==> config.mk <==
export PLATFORM = sky130hd
export DESIGN_NAME = wh_out_arb_flat
export DESIGN_NICKNAME = d
export VERILOG_FILES = /design/src/rtl/wh_out_arb_if.sv /design/src/rtl/wh_out_arb.sv /design/src/flat_wrapper.sv
export SDC_FILE = /design/constraint.sdc
export NUM_CORES = 1
export LEC_CHECK = 0
export BUFFER_PORTS_ARGS = -buffer_cell sky130_fd_sc_hd__buf_2
export CAP_MARGIN = 20
export CORE_MARGIN = 4
export CORE_UTILIZATION = 49
export CTS_BUF_LIST = sky130_fd_sc_hd__clkbuf_8
export DETAILED_ROUTE_END_ITERATION = 6
export GPL_TIMING_DRIVEN = 1
export PLACE_DENSITY_LB_ADDON = 0.2
export SKIP_CTS_REPAIR_TIMING = 1
export SLEW_MARGIN = 20
export SYNTH_ARGS = -nofsm -noshare
export SYNTH_HDL_FRONTEND = slang
export SYNTH_SLANG_ARGS = --single-unit
==> constraint.sdc <==
create_clock -name clk -period 4.26 [get_ports clk]
set_input_delay 0.852 -clock clk [delete_from_list [all_inputs] [get_ports clk]]
set_output_delay 0.852 -clock clk [all_outputs]
set_load 0.01 [all_outputs]
==> src/rtl/wh_out_arb_if.sv <==
// Handshake bundle between the input buffers / downstream link and one
// wormhole output-port arbiter.
interface wh_out_arb_if;
  // Per-input destination port of the head-of-queue flit
  logic [2:0] port_0;
  logic [2:0] port_1;
  logic [2:0] port_2;
  logic [2:0] port_3;
  logic [2:0] port_4;
  // Per-input valid flit indication
  logic       req_0;
  logic       req_1;
  logic       req_2;
  logic       req_3;
  logic       req_4;
  // Bit i marks input i's current flit as the packet tail
  logic [4:0] tail;
  // Downstream freed one buffer slot this cycle
  logic       credit_ret;
  // Arbiter results
  logic [4:0] grt;
  logic [4:0] sel;
  logic       busy;
  logic [2:0] credits;
  logic       cred_err;

  // Requesters and downstream link side
  modport master (
    output port_0, port_1, port_2, port_3, port_4,
    output req_0, req_1, req_2, req_3, req_4,
    output tail, credit_ret,
    input  grt, sel, busy, credits, cred_err
  );

  // Arbiter side
  modport slave (
    input  port_0, port_1, port_2, port_3, port_4,
    input  req_0, req_1, req_2, req_3, req_4,
    input  tail, credit_ret,
    output grt, sel, busy, credits, cred_err
  );
endinterface

==> src/rtl/wh_out_arb.sv <==
// Wormhole output-port arbiter: round-robin selection among five inputs
// targeting this output, packet-granular locking until the owner's tail
// transfers, and credit-based flow control toward the downstream buffer.
module wh_out_arb #(
  parameter int PORTID  = 0,
  parameter int CREDITS = 4
) (
  input  logic         clk,
  input  logic         rst,
  wh_out_arb_if.slave  arb
);

  localparam logic [2:0] PID      = 3'(PORTID);
  localparam logic [2:0] CRED_MAX = 3'(CREDITS);

  localparam logic [0:0] S_IDLE = 1'b0;
  localparam logic [0:0] S_LOCK = 1'b1;

  logic [0:0] state_r;
  logic [4:0] sel_r;
  logic [2:0] owner_r;
  logic [2:0] ptr_r;
  logic [2:0] credits_r;
  logic       cred_err_r;

  logic [4:0] elig;
  logic [4:0] req_v;
  logic       any_elig;
  logic [2:0] win_idx;
  logic       owner_req;
  logic       owner_tail;
  logic       fire;

  // First eligible index strictly after ptr, wrapping 4 -> 0; ptr itself
  // is visited last so the previous owner gets lowest priority.
  function automatic logic [2:0] rr_pick(input logic [4:0] e, input logic [2:0] ptr);
    logic [2:0] idx;
    logic [2:0] win;
    logic       found;
    win   = 3'd0;
    found = 1'b0;
    idx   = ptr;
    for (int k = 0; k < 5; k++) begin
      idx = (idx >= 3'd4) ? 3'd0 : idx + 3'd1;
      if (!found && e[idx]) begin
        win   = idx;
        found = 1'b1;
      end
    end
    return win;
  endfunction

  function automatic logic [4:0] to_onehot(input logic [2:0] idx);
    logic [4:0] oh;
    oh = 5'd0;
    for (int k = 0; k < 5; k++) begin
      if (idx == 3'(k)) oh[k] = 1'b1;
    end
    return oh;
  endfunction

  assign req_v = {arb.req_4, arb.req_3, arb.req_2, arb.req_1, arb.req_0};

  // Eligibility: valid flit whose destination is this output port
  always_comb begin
    elig    = 5'd0;
    elig[0] = req_v[0] && (arb.port_0 == PID);
    elig[1] = req_v[1] && (arb.port_1 == PID);
    elig[2] = req_v[2] && (arb.port_2 == PID);
    elig[3] = req_v[3] && (arb.port_3 == PID);
    elig[4] = req_v[4] && (arb.port_4 == PID);
  end

  assign any_elig   = |elig;
  assign win_idx    = rr_pick(elig, ptr_r);
  assign owner_req  = |(elig & sel_r);
  assign owner_tail = |(arb.tail & sel_r);
  // A flit moves only while locked, the owner presents one, and a slot is free
  assign fire       = (state_r == S_LOCK) && owner_req && (credits_r != 3'd0);

  assign arb.grt      = fire ? sel_r : 5'd0;
  assign arb.sel      = sel_r;
  assign arb.busy     = (state_r == S_LOCK);
  assign arb.credits  = credits_r;
  assign arb.cred_err = cred_err_r;

  // Arbitrate in IDLE, hold the owner through the packet, release on tail
  always_ff @(posedge clk or posedge rst) begin
    if (rst) begin
      state_r <= S_IDLE;
      sel_r   <= 5'd0;
      owner_r <= 3'd0;
      ptr_r   <= 3'd4;
    end else begin
      case (state_r)
        S_IDLE: begin
          if (any_elig) begin
            state_r <= S_LOCK;
            owner_r <= win_idx;
            sel_r   <= to_onehot(win_idx);
          end
        end
        S_LOCK: begin
          if (fire && owner_tail) begin
            state_r <= S_IDLE;
            sel_r   <= 5'd0;
            ptr_r   <= owner_r;
          end
        end
        default: begin
          state_r <= S_IDLE;
          sel_r   <= 5'd0;
        end
      endcase
    end
  end

  // Credit counter: fire consumes, credit_ret refills, overflow is sticky
  always_ff @(posedge clk or posedge rst) begin
    if (rst) begin
      credits_r  <= CRED_MAX;
      cred_err_r <= 1'b0;
    end else begin
      if (fire && !arb.credit_ret) begin
        credits_r <= credits_r - 3'd1;
      end else if (arb.credit_ret && !fire) begin
        if (credits_r >= CRED_MAX) cred_err_r <= 1'b1;
        else                       credits_r  <= credits_r + 3'd1;
      end
    end
  end

endmodule

==> src/flat_wrapper.sv <==
// flat-port wrapper written by rule: the top's interface ports become plain ports
module wh_out_arb_flat 
#(
  parameter int PORTID  = 0,
  parameter int CREDITS = 4
)
  (clk, rst, arb_port_0, arb_port_1, arb_port_2, arb_port_3, arb_port_4, arb_req_0, arb_req_1, arb_req_2, arb_req_3, arb_req_4, arb_tail, arb_credit_ret, arb_grt, arb_sel, arb_busy, arb_credits, arb_cred_err);
  wh_out_arb_if arb_i ();
  input  logic clk;
  input  logic rst;
  input wire logic [$bits(arb_i.port_0)-1:0] arb_port_0;
  input wire logic [$bits(arb_i.port_1)-1:0] arb_port_1;
  input wire logic [$bits(arb_i.port_2)-1:0] arb_port_2;
  input wire logic [$bits(arb_i.port_3)-1:0] arb_port_3;
  input wire logic [$bits(arb_i.port_4)-1:0] arb_port_4;
  input wire logic [$bits(arb_i.req_0)-1:0] arb_req_0;
  input wire logic [$bits(arb_i.req_1)-1:0] arb_req_1;
  input wire logic [$bits(arb_i.req_2)-1:0] arb_req_2;
  input wire logic [$bits(arb_i.req_3)-1:0] arb_req_3;
  input wire logic [$bits(arb_i.req_4)-1:0] arb_req_4;
  input wire logic [$bits(arb_i.tail)-1:0] arb_tail;
  input wire logic [$bits(arb_i.credit_ret)-1:0] arb_credit_ret;
  output wire logic [$bits(arb_i.grt)-1:0] arb_grt;
  output wire logic [$bits(arb_i.sel)-1:0] arb_sel;
  output wire logic [$bits(arb_i.busy)-1:0] arb_busy;
  output wire logic [$bits(arb_i.credits)-1:0] arb_credits;
  output wire logic [$bits(arb_i.cred_err)-1:0] arb_cred_err;
  assign arb_i.port_0 = arb_port_0;
  assign arb_i.port_1 = arb_port_1;
  assign arb_i.port_2 = arb_port_2;
  assign arb_i.port_3 = arb_port_3;
  assign arb_i.port_4 = arb_port_4;
  assign arb_i.req_0 = arb_req_0;
  assign arb_i.req_1 = arb_req_1;
  assign arb_i.req_2 = arb_req_2;
  assign arb_i.req_3 = arb_req_3;
  assign arb_i.req_4 = arb_req_4;
  assign arb_i.tail = arb_tail;
  assign arb_i.credit_ret = arb_credit_ret;
  assign arb_grt = arb_i.grt;
  assign arb_sel = arb_i.sel;
  assign arb_busy = arb_i.busy;
  assign arb_credits = arb_i.credits;
  assign arb_cred_err = arb_i.cred_err;
  wh_out_arb #(.PORTID(PORTID), .CREDITS(CREDITS)) u_core (.clk(clk), .rst(rst), .arb(arb_i));
endmodule
==> flow_summary.toml <==
[run_status]
status = "finished, final reports clean"

[flow_run]
maxCapViolations = 0

[worst_setup_path]
crit_fanout = 7
worstReg2RegStart = "u_core.ptr_r[0]"
r2r_end = "u_core.arb.sel[2]"
cp.required_ps = 4420
crit_slowest_cell = "or4b_1"
crit_top_cell = "ha_1"
cp-end-kind = "flip-flop"
cp-start-kind = "flip-flop"
startpoint = "u_core.ptr_r[0]"
reg2regPathDepth = 17
endpoint = "u_core.arb.sel[2]"
r2r_setup_slack_ps = 200
crit_arrival_ps = 4220
cpPeakStageDelay_ps = 500
criticalPathCategory = "flip-flop to flip-flop"
crit_chain = "inv_1 -> ha_1 -> nor2b_4 -> ha_1 -> nand2_1 -> inv_1 -> ha_1 -> a21boi_2 -> ha_1 -> inv_1 -> or4b_1 -> a211o_1 -> nand4_1 -> o221ai_1 -> a21oi_2 -> o211ai_4 -> o31ai_2"

[die]
io_pins = 43
die_x_um = 64.7
die_area_um2 = 4180
core_um2 = 3050
die_h_um = 64.7
fp-row-count = 20
start_util = 0.515

[route]
vias = 1606
wl_um = 4290
dr.pass1.iters = 4
vias_per_cell = 5.99
avgRoutedWirePerCell_um = 16.0
drc = 0
ant_nets = 0
drtIter0Drc = 140

[global_routing]
grt_max_degree = 17
track_usage = 0.214
grt_pass1_vias = 1577
grt_remaining_overflow = 0
grt_antenna_before_repair = 0
grt_pass1_wl_um = 7110

[clock_tree]
htreeDepth = 1
numCtsBuffers = 3
clock_latency_ps = 250
path_clk_slew_ps = 70
cts_sinks = 16
cts_tree = "built"
cts_root_buf = "clkbuf_8"
cts_buffer_depth = 2

[timing]
setup-violations-final = 0
finalCritPeriodShare = 0.952
fmax_mhz = 247
tightest_slew_ps = 825
whs_ps = 463
finalHoldViolations = 0
min_period_ps = 4060
fin_worst_skew_ps = 4.97
slew_headroom = 0.449
drv_slew = 0
rsz0062_at_grt = "no"

[synthesis]
netlist_instances = 175
ys_seq_elements = 16
syn_nets = 211
yosys_warnings = 0
syn_area_per_cell_um2 = 8.99
synth_edf_count = 0
ys_seq_area_frac = 0.256
synth_ff_type = "dfrtp_1"
synthArstFlopShare = 1.00
synthDistinctLibCells = 56
syn_area_um2 = 1570

[layout]
area_delta_synth_final_pct = 24.4
layout_common_cells = "buf_2, inv_1, dfrtp_1, nand2_1, a21oi_1"
post-route-util = 0.641
drive_above_1_share = 0.366
antenna_cells = 0
fill_cells = 284
final_common_cell = "buf_2"
nets = 261
final_area_um2 = 1960

[placement]
placed_area_um2 = 1860
place_congestion = 0.858
portBuffers = 42
dpl.hpwl_um = 3360

[hold_path]
min_path_type = "flip-flop to flip-flop"
[stage by stage]
step	instances	setup TNS [ps]	setup slack (ps)
final	268	0	205
after global routing	268	0	6.74
after CTS	268	-416	-125
after detailed placement	264	-325	-102
after global placement	264	0	114
after floorplan	175	0	220
[per-layer routing]
metal,track usage,up-vias,share of wire
li1,-,762,-
met1,0.268,764,0.41
met2,0.361,74,0.50
met3,0.0416,6,0.073
met4,0.0871,0,0.011
met5,0,-,0
[cell usage after synthesis, types with 2 or more instances]
library cell / n / share of area
a211o_1: 3 / 0.017
a222oi_1: 2 / 0.013
nor3_1: 8 / 0.025
o21bai_1: 4 / 0.019
o21a_1: 2 / 0.0095
o211ai_1: 2 / 0.0095
a22oi_1: 3 / 0.014
o31ai_1: 7 / 0.033
nor2_1: 10 / 0.024
or4b_1: 2 / 0.013
nand2_1: 13 / 0.031
dfstp_2: 2 / 0.033
a21oi_1: 12 / 0.038
mux2_2: 3 / 0.021
and2_1: 6 / 0.024
a21boi_0: 2 / 0.0095
nor2b_1: 5 / 0.020
o21ai_0: 7 / 0.022
dfrtp_1: 14 / 0.22
mux2i_1: 3 / 0.019
ha_1: 7 / 0.056
nand3b_1: 2 / 0.0095
nand3_1: 2 / 0.0064
o21ba_2: 4 / 0.025
nor4_1: 2 / 0.0080
nor4b_4: 2 / 0.030
inv_1: 15 / 0.036
o22ai_1: 2 / 0.0080
nor4b_2: 2 / 0.019
[state kept, by name, summed over array words and instances, names as in the netlist]
register,cells
u_core.arb.busy,1
u_core.arb.cred_err,1
u_core.arb.credits,3
u_core.arb.sel,5
u_core.owner_r,3
u_core.ptr_r,3
[worst min path at each step]
| stage | cells after the start | startpoint | slack, ps | to |
|---|---|---|---|---|
| detailed placement | 1 | u_core.arb.cred_err | 460 | u_core.arb.cred_err |
| global placement | 1 | u_core.arb.cred_err | 440 | u_core.arb.cred_err |
| CTS | 1 | u_core.arb.cred_err | 470 | u_core.arb.cred_err |
| global route | 1 | u_core.arb.cred_err | 490 | u_core.arb.cred_err |
| finish | 1 | u_core.arb.cred_err | 460 | u_core.arb.cred_err |
| floorplan | 2 | u_core.owner_r[0] | 450 | u_core.ptr_r[0] |
[cells by family after synthesis]
logic type      synth area share
flops                      0.256
xor+xnor                 0.00557
simple gates               0.290
fa+ha+maj                 0.0684
compound gates             0.287
mux                       0.0501
buf+inv                   0.0430
[critical path: cells and delay by family (launching register included)]
kind,cells,cell delay [ps]
adder cells (fa/ha/maj),4,1240
buffers and inverters,3,200
flip-flops,1,340
AO/OA/AOI/OAI,6,1300
AND/OR/NAND/NOR,4,870
[final cells by class]
cell class	count	area, um^2	share of cell area
sequential	16	403	0.206
multi-input combinational	142	1140	0.583
inverter	16	62.6	0.0320
timing repair buffer	46	240	0.123
tap	44	55.1	0.0281
clock buffer	4	55.1	0.0281
Power is not shown: default switching activity piles up to over one toggle a cycle in this logic, so the estimate is an artifact.
